**src/rtl/palette_pixel_reader.sv**
```systemverilog
// Palette read side: priority mux, palette lookup and 2C02 RGB conversion.
// Three-stage pixel pipeline with sync/blank kept aligned; owns sprite-0 hit.
module palette_pixel_reader #(
   parameter logic [23:0] BLANK_RGB = 24'h000000,
   parameter int          LATENCY   = 3
) (
   input  logic       clk,
   input  logic       reset,
   input  logic       pix_valid,
   input  logic [3:0] bg_pix,
   input  logic [3:0] spr_pix,
   input  logic       spr_behind,
   input  logic       spr_zero,
   input  logic       show_bg,
   input  logic       show_spr,
   input  logic       grayscale,
   input  logic       blank_in,
   input  logic       hsync_in,
   input  logic       vsync_in,
   input  logic       clr_sprite0,
   output logic [4:0] pal_addr,
   input  logic [7:0] pal_data,
   output logic [7:0] red,
   output logic [7:0] green,
   output logic [7:0] blue,
   output logic       rgb_valid,
   output logic       blank_out,
   output logic       hsync_out,
   output logic       vsync_out,
   output logic       sprite0_hit
);

   logic               bg_op;
   logic               sp_op;
   logic               spr_wins;
   logic               hit_set;
   logic [4:0]         addr_nxt;
   logic               gray_d1;
   logic [5:0]         cidx;
   logic [1:0]         vld_pipe;
   logic [LATENCY-1:0] bl_pipe;
   logic [LATENCY-1:0] hs_pipe;
   logic [LATENCY-1:0] vs_pipe;
   logic               unused_pal_hi;

   assign unused_pal_hi = ^pal_data[7:6];

   assign bg_op    = show_bg & (bg_pix[1:0] != 2'b00);
   assign sp_op    = show_spr & (spr_pix[1:0] != 2'b00);
   assign spr_wins = sp_op & (!bg_op | !spr_behind);
   assign hit_set  = pix_valid & spr_zero & bg_op
                   & sp_op & !blank_in;

   // Fully transparent pixels always hit the universal backdrop,
   // so the $10/$14/$18/$1C mirrors never need handling here.
   always_comb begin
      addr_nxt = {1'b0, bg_pix};
      unique case (1'b1)
         (!bg_op & !sp_op): addr_nxt = 5'h00;
         spr_wins:          addr_nxt = {1'b1, spr_pix};
         default:           addr_nxt = {1'b0, bg_pix};
      endcase
   end

   function automatic logic [23:0] nes_rgb(
      input logic [5:0] c
   );
      case (c)
         6'h00: nes_rgb = 24'h7C7C7C;
         6'h01: nes_rgb = 24'h0000FC;
         6'h02: nes_rgb = 24'h0000BC;
         6'h03: nes_rgb = 24'h4428BC;
         6'h04: nes_rgb = 24'h940084;
         6'h05: nes_rgb = 24'hA80020;
         6'h06: nes_rgb = 24'hA81000;
         6'h07: nes_rgb = 24'h881400;
         6'h08: nes_rgb = 24'h503000;
         6'h09: nes_rgb = 24'h007800;
         6'h0A: nes_rgb = 24'h006800;
         6'h0B: nes_rgb = 24'h005800;
         6'h0C: nes_rgb = 24'h004058;
         6'h10: nes_rgb = 24'hBCBCBC;
         6'h11: nes_rgb = 24'h0078F8;
         6'h12: nes_rgb = 24'h0058F8;
         6'h13: nes_rgb = 24'h6844FC;
         6'h14: nes_rgb = 24'hD800CC;
         6'h15: nes_rgb = 24'hE40058;
         6'h16: nes_rgb = 24'hF83800;
         6'h17: nes_rgb = 24'hE45C10;
         6'h18: nes_rgb = 24'hAC7C00;
         6'h19: nes_rgb = 24'h00B800;
         6'h1A: nes_rgb = 24'h00A800;
         6'h1B: nes_rgb = 24'h00A844;
         6'h1C: nes_rgb = 24'h008888;
         6'h20: nes_rgb = 24'hFCFCFC;
         6'h21: nes_rgb = 24'h3CBCFC;
         6'h22: nes_rgb = 24'h5C94FC;
         6'h23: nes_rgb = 24'h9878F8;
         6'h24: nes_rgb = 24'hF878F8;
         6'h25: nes_rgb = 24'hF85898;
         6'h26: nes_rgb = 24'hF87858;
         6'h27: nes_rgb = 24'hFCA044;
         6'h28: nes_rgb = 24'hF8B800;
         6'h29: nes_rgb = 24'hB8F818;
         6'h2A: nes_rgb = 24'h58D854;
         6'h2B: nes_rgb = 24'h58F898;
         6'h2C: nes_rgb = 24'h00E8D8;
         6'h2D: nes_rgb = 24'h787878;
         6'h30: nes_rgb = 24'hFCFCFC;
         6'h31: nes_rgb = 24'hA4E4FC;
         6'h32: nes_rgb = 24'hB8B8F8;
         6'h33: nes_rgb = 24'hD8B8F8;
         6'h34: nes_rgb = 24'hF8B8F8;
         6'h35: nes_rgb = 24'hF8A4C0;
         6'h36: nes_rgb = 24'hF0D0B0;
         6'h37: nes_rgb = 24'hFCE0A8;
         6'h38: nes_rgb = 24'hF8D878;
         6'h39: nes_rgb = 24'hD8F878;
         6'h3A: nes_rgb = 24'hB8F8B8;
         6'h3B: nes_rgb = 24'hB8F8D8;
         6'h3C: nes_rgb = 24'h00FCFC;
         6'h3D: nes_rgb = 24'hF8D8F8;
         default: nes_rgb = 24'h000000;
      endcase
   endfunction

   always_ff @(posedge clk) begin
      if (reset) begin
         pal_addr <= 5'h00;
         gray_d1  <= 1'b0;
         cidx     <= 6'h00;
         vld_pipe <= '0;
         bl_pipe  <= '1;
         hs_pipe  <= '0;
         vs_pipe  <= '0;
         red       <= 8'h00;
         green     <= 8'h00;
         blue      <= 8'h00;
         rgb_valid <= 1'b0;
      end else begin
         if (pix_valid) pal_addr <= addr_nxt;
         gray_d1  <= grayscale;
         cidx     <= gray_d1 ? (pal_data[5:0] & 6'h30)
                             : pal_data[5:0];
         vld_pipe <= {vld_pipe[0], pix_valid};
         bl_pipe  <= {bl_pipe[LATENCY-2:0], blank_in};
         hs_pipe  <= {hs_pipe[LATENCY-2:0], hsync_in};
         vs_pipe  <= {vs_pipe[LATENCY-2:0], vsync_in};
         {red, green, blue} <= bl_pipe[1] ? BLANK_RGB
                                          : nes_rgb(cidx);
         rgb_valid <= vld_pipe[1] & !bl_pipe[1];
      end
   end

   // Set outranks clear so a hit on the clearing pixel is not lost.
   always_ff @(posedge clk) begin
      if (reset)            sprite0_hit <= 1'b0;
      else if (hit_set)     sprite0_hit <= 1'b1;
      else if (clr_sprite0) sprite0_hit <= 1'b0;
   end

   assign blank_out = bl_pipe[LATENCY-1];
   assign hsync_out = hs_pipe[LATENCY-1];
   assign vsync_out = vs_pipe[LATENCY-1];

endmodule

```
**config.mk**
```make
export PLATFORM = sky130hd
export DESIGN_NAME = palette_pixel_reader
export DESIGN_NICKNAME = d
export VERILOG_FILES = /design/src/rtl/palette_pixel_reader.sv
export SDC_FILE = /design/constraint.sdc
export NUM_CORES = 1
export LEC_CHECK = 0
export ABC_AREA = 1
export BUFFER_PORTS_ARGS = -buffer_cell sky130_fd_sc_hd__buf_2
export CAP_MARGIN = 20
export CORE_MARGIN = 4
export CORE_UTILIZATION = 49
export DETAILED_ROUTE_END_ITERATION = 8
export PLACE_DENSITY = 0.77
export SLEW_MARGIN = 30
export SYNTH_ARGS = -nofsm -noshare
export SYNTH_HDL_FRONTEND = slang
export SYNTH_SLANG_ARGS = --single-unit
```
**constraint.sdc**
```tcl
create_clock -name clk -period 1.45 [get_ports clk]
set_input_delay 0.2175 -clock clk [delete_from_list [all_inputs] [get_ports clk]]
set_output_delay 0.2175 -clock clk [all_outputs]
set_load 0.02 [all_outputs]
```
### Word level (Yosys, flattened, before mapping)

Memory sizes are Yosys's and may differ from the RTL's. A register that Yosys moved wholly into a read port is not among the register bits.
Cells that the tools add are included.

| storage, ports and cells | value |
|---|---|
| word-level logic and storage cells | 37 |
| register bits after elaboration | 49 |
| input bits | 28 |
| output and inout bits | 34 |
| memories | 1 |
| bits in read-only memories | 1152 |

| cells by class | value |
|---|---|
| muxes and demuxes | 3 |
| reductions and logical operators | 10 |
| bitwise logic cells | 10 |

Memories:

| name | words | bits a word | read ports | clocked after memory_dff | write ports | line | source |
|---|---|---|---|---|---|---|---|
| (name not given) | 64 | 18 | 1 | 1 | 0 | 68 | `case (c)` |

Operators by type and width:

| kind | count |
|---|---|
| one-hot mux 5 bit (2 select lines) | 1 |
| AND 1 bit | 9 |
| nonzero test 2 bit | 3 |
| zero test 1 bit | 5 |
| OR reduction 2 bit | 2 |
| 2-to-1 mux 1 bit | 2 |
| OR 1 bit | 1 |

### Logic depth before layout (Yosys ltp)

| logic depth | value |
|---|---|
| word-level depth | 6 |
| depth in mapped cells | 10 |
| depth with buffers taken out | 10 |

### Least setup slack after synthesis

No wires, ideal clock.

| timing | value |
|---|---|
| path type | reg2reg |
| start | reg cidx[1] |
| end | reg red[6] |
| setup slack | -0.092 ns |
| stages on the path, launching flop included | 10 |
| period minus slack after synthesis | 1.542 ns |
| required time | 1.333 ns |
| arrival | 1.425 ns |
| path buffers | 0 |
| cell sequence | dfxtp_1 > inv_1 > ha_1 > nand2_1 > nand2_1 > nand2_1 > nand2_1 > nand2_1 > nor2_1 > nor2_1 |

RTL lines:

| item | line | source |
|---|---|---|
| start, declared | 39 | `logic [5:0] cidx;` |
| start signal, assigned | 143 | `cidx <= gray_d1 ? (pal_data[5:0] & 6'h30)` |
| end signal, assigned | 149 | `{red, green, blue} <= bl_pipe[1] ? BLANK_RGB` |
| end, declared | 23 | `output logic [7:0] red,` |

==> impl_metrics.toml <==
[critical_path]
r2r_cells = 7
crit_path_max_fanout = 10
endpoint_kind = "flop"
rrSetupSlack_ns = 0.008
cp.arrival_ns = 1.63
worstSetupPathType = "reg2reg"
rr_endpoint = "blue[3]$_SDFF_PP0_"
cpMaxStageDelayCell = "dfxtp_4"
slowest_delay_ns = 0.37
required_ns = 1.64
cpMostUsedCell = "a21oi_1"
startpoint_type = "flop"
path_cells = "buf_8, ha_2, inv_1, nand2_2, a21oi_1, o21ai_0, a21oi_1"
r2r-start = "cidx[1]$_SDFF_PP0_"

[yosys]
avgSynthCellArea_sq_um = 6.171
yosysTopAreaCellShare_pct = 32.75
synth.most_common_cell = "nand2_1"
ys_top_cells_by_area = "dfxtp_1, nand2_1, nand3_1"
yosys_warnings = 0
synth.distinct_cells = 30
ys_ff_latch = 43
yosys.area.top_type = "dfxtp_1"
synth_area_sq_um = 2629
ys.flop_type = "dfxtp_1"
ys_top_cells_by_count = "nand2_1, nor2_1, nand3_1"
syn_inst = 426
seq_area_frac_synth_pct = 32.75
synth-edff-count = 0
synthArstFlopShare_pct = 0

[sta]
fin_worst_skew_ns = 0.004969
fin_crit_sh_pct = 99.43
setup_viol_count_final = 0
period_minus_slack_ns = 1.442
maxSlewViolCount = 0
clock.fmax_mhz = 693.6
rsz0062_at_grt = "true"
final_hold_viol_count = 0
fin_ws_ns = 0.008307

[layout]
final_util_pct = 68.72
n_antenna_cell = 0
layout-drive-gt1-share_pct = 31.49
area_delta_synth_final_pct = 34.36
fin_nets = 543

[clocking]
cts_sinks = 43
cts_tree = "yes"
clkTransAtPathRegs_ns = 0.08
clk_path_buf_depth = 2
clk_latency_ns = 0.30
cts_setup_buffers = 0
htree_levels = 2
clockRootBuffer = "clkbuf_8"
cts-buffers-inserted = 5

[die]
initial_core_util_pct = 51.14
dieHeight_um = 81.25
fp.dieArea_sq_um = 6601
core_area_sq_um = 5140
die_x_um = 81.25
io_pins = 62
rows = 26

[pwr]
power.density_nw_per_um2 = 898.2
fin_total_pwr_mw = 3.173
leakagePower_nw = 1.862
power_frac_clock_pct = 35.3
switching_power_uw = 955.9
power_frac_seq_pct = 39.4
swShare_pct = 30.13
p_int_mw = 2.217
irDropWorstVdd_mv = 0.4676
combPwrFrac_pct = 25.3

[routing]
first_iter_violations = 441
vias_per_cell = 5.322
wl_per_cell_um = 14.53
drtPass1Iterations = 5
vias = 3060
drc = 0
drt_wl_total_um = 8352
ant_nets = 0

[grt]
grt_max_degree = 23
grt.overflow.total = 0
globalRouteTotalUtil_pct = 25.42
grt_pass1_wl_um = 12780
antenna_found_initial = 0
grt_pass1_vias = 2736

[placement]
portBuffers = 53
pre_cts_slack_ns = -0.09843
hpwl_um = 6128
gp_congestion = 0.9799

[hold_path]
hold_path_depth = 3
hold_path_end = "bl_pipe[0]$_SDFF_PP1_"
worstHoldPathType = "in2reg"
hp-start = "blank_in"

[outcome]
status = "finished clean"

[run]
cap_viol_max_count = 0
==> critical path: cells and delay by family (launching register included) <==
kind	cells	cell delay (ns)
AOI/OAI and AO/OA	3	0.36
buffers and inverters	2	0.23
adders and majority gates	1	0.24
DFF	1	0.37
and+or+nand+nor	1	0.12
==> layout by cell type, fill, tap and decap left out, types with 6 or more instances in the layout <==
cell | synthesis | final
a21oi_1 | 25 | 17
a21oi_2 | 0 | 8
buf_2 | 7 | 53
buf_4 | 11 | 29
conb_1 | 1 | 6
dfxtp_1 | 43 | 39
inv_1 | 46 | 41
nand2_1 | 131 | 113
nand2_2 | 1 | 16
nand3_1 | 51 | 49
nor2_1 | 57 | 53
o21ai_0 | 10 | 8
==> flip-flops by register name, summed over array words and instances (netlist names), 2 cells and up <==
name,count
pal_addr,5
cidx,6
vs_pipe,3
vld_pipe,2
red,6
bl_pipe,3
hs_pipe,3
green,6
blue,6
==> per-stage QoR <==
step	hold slack [ns]	cells	TNS, ns	area, sq um
detailed placement	0.3936	567	-0.3683	3157
CTS	0.1061	575	-0.004105	3331
finish	0.1012	575	0	3532
global route	0.1096	575	-0.4444	3532
global placement	0.3893	567	-0.6457	3157
floorplan	0.3141	431	0	2649
==> repair_timing <==
item,4_1_cts,5_1_grt
endpoints found under the setup margin,15,18
gates resized for setup,17,59
hold buffers,0,0
pin swaps,3,13
==> routing by layer <==
| layer | track usage, % | vias to the layer above | part of all wire [%] |
|---|---|---|---|
| met1 | 32.47 | 1343 | 41 |
| met3 | 5.654 | 35 | 10 |
| met4 | 12.33 | 0 | 4.1 |
| met5 | 0 | - | 0 |
| li1 | - | 1480 | - |
| met2 | 40.39 | 202 | 45 |
==> area by class of cell <==
| class | count | area [sq um] |
|---|---|---|
| inverters | 50 | 197.7 |
| repair buffers | 90 | 594.3 |
| fillers | 474 | 1608 |
| clock buffers | 6 | 72.57 |
| well taps | 70 | 87.58 |
| multi-input cells | 314 | 1649 |
| flip-flops and latches | 43 | 870.8 |
| clock inverters | 2 | 60.06 |
==> power groups by stage <==
stage / clock, mW / combinational, mW / sequential [mW]
floorplan: 0 / 0.437 / 1.30
global placement: 0 / 0.704 / 1.27
detailed placement: 0 / 0.698 / 1.27
CTS: 1.12 / 0.714 / 1.25
global route: 1.16 / 0.876 / 1.25
finish: 1.12 / 0.802 / 1.25
==> cells by family after synthesis <==
logic type | share of synthesized area, %
and+or+nand+nor | 39.74
buffers and inverters | 12.76
AOI/OAI and AO/OA | 9.377
DFF | 32.75
adders and majority gates | 5.236
other | 0.1427
==> worst max-delay path by stage <==
stage | from | end | slack, ns | depth (start not counted)
after floorplan | cidx[1]$_SDFF_PP0_ | red[6]$_SDFF_PP0_ | 0.04 | 9
after global placement | cidx[2]$_SDFF_PP0_ | green[4]$_SDFF_PP0_ | -0.11 | 8
after detailed placement | cidx[2]$_SDFF_PP0_ | green[4]$_SDFF_PP0_ | -0.1 | 8
after CTS | cidx[1]$_SDFF_PP0_ | green[4]$_SDFF_PP0_ | -0.004 | 9
after global routing | cidx[0]$_SDFF_PP0_ | green[6]$_SDFF_PP0_ | -0.05 | 9
final | cidx[1]$_SDFF_PP0_ | blue[3]$_SDFF_PP0_ | 0.008 | 7
Note: power is estimated with default switching activity, not from simulation.
